## src/rtl/ff_ctrl.sv

```systemverilog
// Writeback forwarding tracker: two independent shift pipes of in-flight results,
// each entry retiring to the register-file write port after a uid-dependent latency.

module ff_ctrl_pipe #(
    parameter int DEPTH     = 7,
    parameter int FLUSH_AGE = 2
) (
    input  logic       clk,
    input  logic       rst,
    input  logic       flush_i,
    input  logic       valid_i,
    input  logic [6:0] rtaddr_i,
    input  logic [2:0] uid_i,
    output logic       ready_o,
    output logic       nxt_valid_o,
    output logic [6:0] nxt_rtaddr_o,
    output logic [2:0] nxt_uid_o,
    output logic [3:0] nxt_cnt_o
);
    typedef struct packed {
        logic       valid;
        logic [6:0] rtaddr;
        logic [2:0] uid;
        logic [2:0] age;
    } slot_t;

    slot_t      slot_q  [DEPTH];
    slot_t      slot_d  [DEPTH];
    slot_t      shift_s [DEPTH];
    logic [2:0] lat_s;
    logic       free_s;
    logic [3:0] cnt_s;

    function automatic logic [2:0] latency(input logic [2:0] uid);
        logic [2:0] l;
        case (uid)
            3'd0:    l = 3'd2;
            3'd1:    l = 3'd6;
            3'd2:    l = 3'd4;
            3'd3:    l = 3'd4;
            3'd4:    l = 3'd6;
            3'd5:    l = 3'd4;
            3'd6:    l = 3'd2;
            default: l = 3'd0;
        endcase
        return l;
    endfunction

    // Ages the entry by one cycle; a flush kills it if its new age is still young.
    function automatic slot_t advance(input slot_t s, input logic flush);
        slot_t r;
        r     = s;
        r.age = (s.age == 3'd7) ? 3'd7 : s.age + 3'd1;
        if (!s.valid || (flush && (int'(r.age) < FLUSH_AGE))) begin
            r = '0;
        end else begin
            r.valid = 1'b1;
        end
        return r;
    endfunction

    // Shift toward slot 0, decide acceptance against the post-shift image, insert.
    always_comb begin
        lat_s  = latency(uid_i);
        free_s = 1'b0;
        cnt_s  = 4'd0;
        for (int i = 0; i < DEPTH - 1; i++) begin
            shift_s[i] = advance(slot_q[i+1], flush_i);
        end
        shift_s[DEPTH-1] = '0;
        for (int i = 0; i < DEPTH; i++) begin
            free_s = free_s | ((i == int'(lat_s) - 1) && !shift_s[i].valid);
        end
        ready_o = valid_i && !flush_i && !rst && ((lat_s == 3'd0) || free_s);
        for (int i = 0; i < DEPTH; i++) begin
            if (ready_o && (i == int'(lat_s) - 1)) begin
                slot_d[i] = {1'b1, rtaddr_i, uid_i, 3'd0};
            end else begin
                slot_d[i] = shift_s[i];
            end
            cnt_s = cnt_s + {3'd0, slot_d[i].valid};
        end
    end

    assign nxt_valid_o  = slot_d[0].valid;
    assign nxt_rtaddr_o = slot_d[0].rtaddr;
    assign nxt_uid_o    = slot_d[0].uid;
    assign nxt_cnt_o    = cnt_s;

    // Slot storage.
    always_ff @(posedge clk or posedge rst) begin
        if (rst) begin
            for (int i = 0; i < DEPTH; i++) begin
                slot_q[i] <= '0;
            end
        end else begin
            for (int i = 0; i < DEPTH; i++) begin
                slot_q[i] <= slot_d[i];
            end
        end
    end
endmodule

module ff_ctrl #(
    parameter int DEPTH     = 7,
    parameter int FLUSH_AGE = 2
) (
    input  logic       clk,
    input  logic       rst,
    input  logic       issue_e_valid,
    input  logic [6:0] issue_e_rtaddr,
    input  logic [2:0] issue_e_uid,
    output logic       issue_e_ready,
    input  logic       issue_o_valid,
    input  logic [6:0] issue_o_rtaddr,
    input  logic [2:0] issue_o_uid,
    output logic       issue_o_ready,
    input  logic       flush,
    output logic       wb_e_en,
    output logic [6:0] wb_e_rtaddr,
    output logic [2:0] wb_e_uid,
    output logic       wb_o_en,
    output logic [6:0] wb_o_rtaddr,
    output logic [2:0] wb_o_uid,
    output logic [3:0] inflight_cnt,
    output logic       busy
);
    logic       e_nv_s, o_nv_s;
    logic [6:0] e_nrt_s, o_nrt_s;
    logic [2:0] e_nuid_s, o_nuid_s;
    logic [3:0] e_ncnt_s, o_ncnt_s;

    logic       wb_e_en_d, wb_e_en_q, wb_o_en_q;
    logic [6:0] wb_e_rt_q, wb_o_rt_q;
    logic [2:0] wb_e_uid_q, wb_o_uid_q;
    logic [3:0] cnt_d, cnt_q;
    logic       busy_q;

    ff_ctrl_pipe #(.DEPTH(DEPTH), .FLUSH_AGE(FLUSH_AGE)) u_even (
        .clk          (clk),
        .rst          (rst),
        .flush_i      (flush),
        .valid_i      (issue_e_valid),
        .rtaddr_i     (issue_e_rtaddr),
        .uid_i        (issue_e_uid),
        .ready_o      (issue_e_ready),
        .nxt_valid_o  (e_nv_s),
        .nxt_rtaddr_o (e_nrt_s),
        .nxt_uid_o    (e_nuid_s),
        .nxt_cnt_o    (e_ncnt_s)
    );

    ff_ctrl_pipe #(.DEPTH(DEPTH), .FLUSH_AGE(FLUSH_AGE)) u_odd (
        .clk          (clk),
        .rst          (rst),
        .flush_i      (flush),
        .valid_i      (issue_o_valid),
        .rtaddr_i     (issue_o_rtaddr),
        .uid_i        (issue_o_uid),
        .ready_o      (issue_o_ready),
        .nxt_valid_o  (o_nv_s),
        .nxt_rtaddr_o (o_nrt_s),
        .nxt_uid_o    (o_nuid_s),
        .nxt_cnt_o    (o_ncnt_s)
    );

    // Same-register writes in one cycle: the odd pipe holds the younger result.
    always_comb begin
        wb_e_en_d = e_nv_s;
        if (e_nv_s && o_nv_s && (e_nrt_s == o_nrt_s)) begin
            wb_e_en_d = 1'b0;
        end else begin
            wb_e_en_d = e_nv_s;
        end
        cnt_d = e_ncnt_s + o_ncnt_s;
    end

    // Writeback port and occupancy registers.
    always_ff @(posedge clk or posedge rst) begin
        if (rst) begin
            wb_e_en_q  <= 1'b0;
            wb_e_rt_q  <= 7'd0;
            wb_e_uid_q <= 3'd0;
            wb_o_en_q  <= 1'b0;
            wb_o_rt_q  <= 7'd0;
            wb_o_uid_q <= 3'd0;
            cnt_q      <= 4'd0;
            busy_q     <= 1'b0;
        end else begin
            wb_e_en_q  <= wb_e_en_d;
            wb_e_rt_q  <= e_nrt_s;
            wb_e_uid_q <= e_nuid_s;
            wb_o_en_q  <= o_nv_s;
            wb_o_rt_q  <= o_nrt_s;
            wb_o_uid_q <= o_nuid_s;
            cnt_q      <= cnt_d;
            busy_q     <= (cnt_d != 4'd0);
        end
    end

    assign wb_e_en      = wb_e_en_q;
    assign wb_e_rtaddr  = wb_e_rt_q;
    assign wb_e_uid     = wb_e_uid_q;
    assign wb_o_en      = wb_o_en_q;
    assign wb_o_rtaddr  = wb_o_rt_q;
    assign wb_o_uid     = wb_o_uid_q;
    assign inflight_cnt = cnt_q;
    assign busy         = busy_q;
endmodule

```

## config.mk

```make
export PLATFORM = sky130hd
export DESIGN_NAME = ff_ctrl
export DESIGN_NICKNAME = d
export VERILOG_FILES = /design/src/rtl/ff_ctrl.sv
export SDC_FILE = /design/constraint.sdc
export NUM_CORES = 1
export LEC_CHECK = 0
export CORE_MARGIN = 5
export CORE_UTILIZATION = 51
export CTS_BUF_LIST = sky130_fd_sc_hd__clkbuf_16
export CTS_CLUSTER_SIZE = 8
export DETAILED_ROUTE_END_ITERATION = 7
export PLACE_DENSITY_LB_ADDON = 0.25
export SKIP_CTS_REPAIR_TIMING = 1
export SYNTH_ARGS = -nofsm -noshare
export SYNTH_HDL_FRONTEND = slang
export SYNTH_SLANG_ARGS = --single-unit
```

## constraint.sdc

```tcl
create_clock -name clk -period 4.95 [get_ports clk]
set_clock_uncertainty 0.15 [all_clocks]
set_input_delay 0.99 -clock clk [delete_from_list [all_inputs] [get_ports clk]]
set_output_delay 0.99 -clock clk [all_outputs]
set_load 0.02 [all_outputs]
```

==> impl_metrics.csv, run 1 <==
group,metric,value,unit
run_status,status,"complete, but fails checks",
run_status,violations,"setup timing",
die,die_width,115.2,um
worst_setup_path,end_kind,"flop",
power,leakage,3.704,nW
finish,final_common_cell,"dfrtp_1",
placement,gp_congestion,0.8368,
clock_network,cts_max_level,4,
power,pwr_density_cell,377.2,nW/um^2
sta,grt_setup_unrepaired,"true",
grt,grt_max_degree,74,
sta,setup_viol,1,
hold_path,hp-class,"flop to flop",
yosys,synth_compound_area_share,8.849,%
run,drv_cap,0,
yosys,syn_inst,404,
finish,drive_above_1_share,17.15,%
hold_path,worstHoldPathCells,1,
clock_network,cts.sinks,153,
grt,antenna_found_initial,0,
sta,max_slew_margin,44.73,%
worst_setup_path,required,5080,ps
yosys,synthArstFlopShare,100.0,%
sta,slew_viol_final,0,
detailed_routing,drc,0,
clock_network,clk_latency,410,ps
sta,final_hold_viol_count,0,
yosys,synth_mux_area_share,0,%
yosys,synthFlopType,"dfrtp_1",
sta,fmax,0.1941,GHz
sta,holdWs,294.8,ps
yosys,yosys.area_share.simple,13.55,%
detailed_routing,routed_wl,10650,um
yosys,synth_enable_flop_cells,0,
die,rows,38,
grt,grt_use_total,17.77,%
yosys,synth_xor_area_share,1.242,%
hold_path,min_from,"u_even.slot_q[48]",
yosys,yosys_warnings,0,
placement,port_buffers,53,
power,total_power,2.767,mW
die,io-pin-count,54,
yosys,synth_top_family_by_area,"simple AND/OR/NAND/NOR gates",
placement,dp_hpwl,7214,um
clock_network,clk_pin_slew_worst_paths,60,ps
detailed_routing,wl_per_cell,16.31,um
worst_setup_path,reg2reg_depth,14,
finish,area_growth,30.05,%
yosys,synth_area_leader_cell,"dfrtp_1",
grt,grt-ovfl-total,0,
yosys,synth_top_cell_area_share,67.86,%
clock_network,root_buffer,"clkbuf_16",
finish,final_cell_mix,"dfrtp_1 (153), and2_1 (86), clkdlybuf4s50_1 (45)",
yosys,ys_ff_latch,153,
grt,grt_pass1_vias,3455,
yosys,synth_area_leaders,"dfrtp_1 (68%), and2_1 (9.5%), a22o_1 (5.1%)",
worst_setup_path,critPathKind,"input port to flop",
die,dieArea,13270,um^2
worst_setup_path,critPathMaxFanout,3,
hold_path,hold_end,"u_even.slot_q[62]",
detailed_routing,dr_total_vias,3304,
yosys,synth_fa_ha_area_share,6.165,%
worst_setup_path,arrival,5280,ps
placement,dpl_worst_slack,-983.3,ps
sta,worst_slack,-202.6,ps
yosys,avgSynthCellArea,13.96,um^2
worst_setup_path,r2r_start,"u_even.slot_q[56]",
power,ir_drop,261.9,uV
finish,num_antenna_cells,0,
yosys,ys_seq_area_share,67.86,%
detailed_routing,dr.pass1.iters,4,
worst_setup_path,cp-start-kind,"input port",
finish,fin_nets,548,
yosys,syn_area,5642,um^2
sta,worst_slew_pin_slew,827.2,ps
finish,fillers,779,
detailed_routing,drtIter0Drc,174,
die,die_h,115.2,um
worst_setup_path,rrSetupSlack,-140,ps
worst_setup_path,reg2reg_to,"busy",
clock_network,numCtsBuffers,17,
finish,design_area,7337,um^2
clock_network,cts_buffer_depth,2,
detailed_routing,via_per_inst,5.060,
detailed_routing,ant_nets,0,
placement,post_dp_cell_area,6621,um^2
clock_network,cts_tree,"built",
die,core_area,10840,um^2
yosys,synth_cell_types,36,
sta,fin_crit_sh,104.1,%
die,initial_core_util,52.04,%
sta,period_minus_slack,5153,ps
grt,grt_pass1_wl,17510,um
cell families (layout without fill, tap and decap cells):
| logic type | after synthesis | after routing |
|---|---|---|
| simple gates | 124 | 124 |
| compound gates | 61 | 61 |
| buf+inv | 34 | 140 |
| xor+xnor | 8 | 8 |
| fa+ha+maj | 23 | 23 |
| other cells | 1 | 4 |
| flops | 153 | 153 |
metal layers:
layer | track usage [%] | share of wire [%] | vias to the layer above | wire (um)
met3 | 5.263 | 5.0 | 16 | 535
met5 | 0 | 0 | - | 0
met4 | 5.790 | 1.7 | 0 | 179
met2 | 28.63 | 50 | 92 | 5330
li1 | - | - | 1531 | -
met1 | 23.40 | 43 | 1665 | 4605
sequential cells by signal, summed over array words and instances (netlist names):
signal         flops
u_odd.slot_q      63
busy               1
wb_o_rtaddr        7
wb_o_uid           3
u_even.slot_q     63
inflight_cnt       4
wb_o_en            1
wb_e_uid           3
wb_e_en            1
wb_e_rtaddr        7
through the flow:
step	TNS, ps	util, %	std cells
after floorplan	-414.0	-	407
after global placement	-2062	61.08	619
after detailed placement	-2480	61.08	619
after CTS	-902.1	66.85	651
after global routing	-366.8	67.68	653
final	-202.6	67.68	653
synthesized netlist by cell type (all sizes together), types with 5 or more instances:
library cell and count:
nor3 5, nand2 8, and2 86, ha 15, fa 8, dfrtp 153
a22o 33, a21oi 6, clkbuf 15, inv 19
worst max-delay path: stages:
cell      delay (ps)
clkbuf_2         110
inv_2             60
o41a_1           470
nor3b_4          240
or2_4            160
ha_4             190
fa_1             530
inv_2             50
fa_1             540
inv_1             60
fa_1             450
fa_2             370
ha_4             170
fa_2             420
or4_1            470
worst max-delay path by stage:
stage                from    to  slack [ps]  depth (start not counted)
finish              flush  busy        -200                         15
global route        flush  busy        -330                         16
CTS                 flush  busy        -550                         16
detailed placement  flush  busy        -980                         16
global placement    flush  busy        -870                         14
floorplan           flush  busy        -410                         14
power by group:
part           total [mW]  internal (mW)  switching [mW]
Clock                1.34          0.846           0.497
Sequential           1.27           1.27         0.00652
Combinational       0.150         0.0656          0.0844
Total                2.77           2.18           0.588
final cells by class:
| type | instances | area [um^2] | area share [%] |
|---|---|---|---|
| flip-flops and latches | 153 | 3829 | 52.18 |
| multi-input cells | 220 | 1807 | 24.62 |
| repair buffers | 89 | 825.8 | 11.26 |
| clock buffers | 17 | 425.4 | 5.798 |
| clock inverters | 15 | 200.2 | 2.729 |
| well taps | 140 | 175.2 | 2.387 |
| inverters | 19 | 75.07 | 1.023 |
Note: power is estimated with default switching activity, not from simulation.
==> run 2: changes to the inputs <==
ABC_AREA = 0   (was default)
==> results of run 2 <==
No change in the layout: final DEF, timing and power equal those of run 1.
==> run 3: changes to the inputs <==
CORE_UTILIZATION = 60   (was 51)
SLEW_MARGIN = 20   (was default)
SYNTH_HIERARCHICAL = 1   (was default)
clock period = 6.6 ns   (was 4.95 ns; I/O delays follow)
==> impl_metrics.csv, run 3 <==
group,metric,value,unit
run_status,status,"finished, final reports clean",
yosys,ys_ff_latch,153,
sta,period_minus_slack,5388,ps
worst_setup_path,cp_cell_sequence,"clkdlybuf4s50_1, or4b_4, and2_2, a221oi_1, clkdlybuf4s50_1",
detailed_routing,dr.pass1.iters,5,
die,die_width,109.6,um
clock_network,clk_pin_slew_worst_paths,60,ps
yosys,synth_enable_flop_cells,0,
yosys,synthFlopType,"dfrtp_1",
finish,final_cell_count_no_fill,629,
finish,drive_above_1_share,9.879,%
placement,port_buffers,53,
sta,fin_crit_sh,81.64,%
detailed_routing,routed_wl,11080,um
die,rows,36,
sta,fmax,0.1856,GHz
finish,final_core_util,73.14,%
finish,num_antenna_cells,0,
yosys,ys_top_cells_by_count,"dfrtp_1 (153), and2_1 (75), buf_4 (22)",
yosys,synth_cell_types,45,
yosys,synth.most_common_cell,"dfrtp_1",
power,p_comb_share,5.2,%
worst_setup_path,end_kind,"output pin",
clock_network,numCtsBuffers,17,
power,leakage,3.469,nW
placement,dp_cells,598,
power,clockPowerShare,49.9,%
worst_setup_path,critPathMaxFanout,12,
yosys,avgSynthCellArea,13.37,um^2
worst_setup_path,arrival,3920,ps
hold_path,worstHoldPathCells,1,
detailed_routing,dr_total_vias,3443,
die,core_area,9729,um^2
sta,worst_slew_pin_slew,919.8,ps
die,dieArea,12010,um^2
worst_setup_path,slowest_stage,"clkdlybuf4s50_1",
sta,setup-tns-final,0,ps
sta,final_hold_viol_count,0,
clock_network,root_buffer,"clkbuf_16",
placement,gp_congestion,0.8393,
grt,grt-ovfl-total,0,
yosys,ys_seq_area_share,64.35,%
die,die_h,109.6,um
grt,grt_pass1_vias,3568,
clock_network,cts_tree,"built",
finish,regArea,3829,um^2
die,initial_core_util,61.15,%
worst_setup_path,required,5130,ps
grt,antenna_found_initial,0,
finish,fin_nets,529,
hold_path,hp-class,"flop to flop",
detailed_routing,ant_nets,0,
clock_network,cts_buffer_depth,2,
grt,grt_pass1_wl,18490,um
yosys,syn_inst,445,
worst_setup_path,reg2reg_depth,10,
finish,reg_top3,"u_even/slot_q x63, u_odd/slot_q x63",
power,p_switching,433.8,uW
power,p_sw_share,20.36,%
finish,final_cell_mix,"dfrtp_1 (153), and2_1 (75), clkdlybuf4s50_1 (53)",
clock_network,cts_max_level,4,
power,ir_drop,183.1,uV
worst_setup_path,cpPeakStageDelay,720,ps
sta,max_slew_margin,38.30,%
worst_setup_path,critPathKind,"input port to output pin",
clock_network,clk_latency,410,ps
detailed_routing,via_per_inst,5.474,
yosys,synth_top_cell_area_share,64.35,%
yosys,synth_area_leaders,"dfrtp_1 (64%), and2_1 (7.9%), a32o_1 (3.0%)",
power,seqPwrFrac,44.9,%
yosys,yosys_warnings,6,
sta,setup_viol,0,
sta,slew_viol_final,0,
finish,area_growth,19.60,%
placement,dp_hpwl,7024,um
sta,grt_setup_unrepaired,"false",
detailed_routing,drc,0,
detailed_routing,wl_per_cell,17.61,um
yosys,syn_area,5949,um^2
run,drv_cap,0,
power,pwr_density_cell,299.4,nW/um^2
finish,final_common_cell,"dfrtp_1",
power,internal_power,1.697,mW
worst_setup_path,cp-start-kind,"input port",
detailed_routing,drtIter0Drc,216,
finish,fillers,641,
clock_network,cts.sinks,153,
finish,multi_input_area,1844,um^2
yosys,synthArstFlopShare,100.0,%
grt,grt_use_total,20.90,%
worst_setup_path,path_common_cell,"clkdlybuf4s50_1",
die,io-pin-count,54,
grt,grt_max_degree,64,
yosys,synth_area_leader_cell,"dfrtp_1",
-- run 3: cell types whose count changed after synthesis, sizes merged, moves of 3 or more --
cell,before,now
buf,0,29
o21ai,3,0
nand2,8,15
nor2,2,13
a32o,0,18
or2,4,1
inv,19,10
a22o,33,18
and2,86,76
nor2b,4,12
xnor2,4,8
-- run 3: cell type report --
cell class | instances | share of cell area, %
clock inverter | 14 | 3.235
clock buffer | 17 | 5.979
inverter | 10 | 0.5275
sequential | 153 | 53.81
timing repair buffer | 60 | 8.194
tap | 133 | 2.339
multi-input combinational | 242 | 25.92
-- run 3: layer usage --
| layer | routed length, um | vias to the layer above | global-route usage, % | share of wire, % |
|---|---|---|---|---|
| met5 | 0 | - | 0 | 0 |
| met2 | 5459 | 123 | 33.04 | 49 |
| li1 | - | 1545 | - | - |
| met1 | 4688 | 1755 | 27.88 | 42 |
| met3 | 680 | 20 | 5.578 | 6.1 |
| met4 | 250 | 0 | 8.192 | 2.3 |
-- run 3: kinds of logic (layout without fill, tap and decap cells) --
kind of cell	after synthesis	in the layout	share of synthesized area [%]
other	2	6	0.1262
buffers and inverters	54	101	4.984
DFF	153	153	64.35
adders and majority gates	20	20	5.089
and+or+nand+nor	141	141	14.07
xor gates and xnor gates	13	13	1.914
AOI/OAI and AO/OA	62	62	9.464
-- run 3: per-stage QoR --
step / setup slack (ps) / hold slack (ps) / power (mW) / cell area [um^2]
floorplan: 1578 / 277.7 / 1.035 / 5964
global placement: 1041 / 279.0 / 1.079 / 6460
detailed placement: 924.3 / 283.4 / 1.083 / 6460
CTS: 1202 / 296.7 / 2.146 / 7116
global route: 1121 / 302.0 / 2.200 / 7116
finish: 1212 / 294.2 / 2.131 / 7116
-- run 3: power by group through the flow --
stage	clock network, mW	logic, mW	registers [mW]
finish	1.06	0.110	0.956
global route	1.12	0.121	0.957
CTS	1.08	0.111	0.956
detailed placement	0	0.110	0.973
global placement	0	0.106	0.973
floorplan	0	0.0575	0.978
-- run 3: worst paths after layout --
path	from	to	slack (ps)
min	u_even/slot_q[50]	u_even/slot_q[64]	290
min in group asynchronous	rst	wb_e_uid[2]	1330
min reg2reg	u_even/slot_q[50]	u_even/slot_q[64]	290
max reg2reg	u_even/slot_q[56]	busy	2230
max in group asynchronous	rst	u_odd/slot_q[76]	4310
max	flush	issue_o_ready	1210
-- run 3: critical path: cells and delay by family --
family	cells	cell delay (ps)
AND/OR/NAND/NOR	2	870
buffers and inverters	2	1390
AO/OA/AOI/OAI	1	340
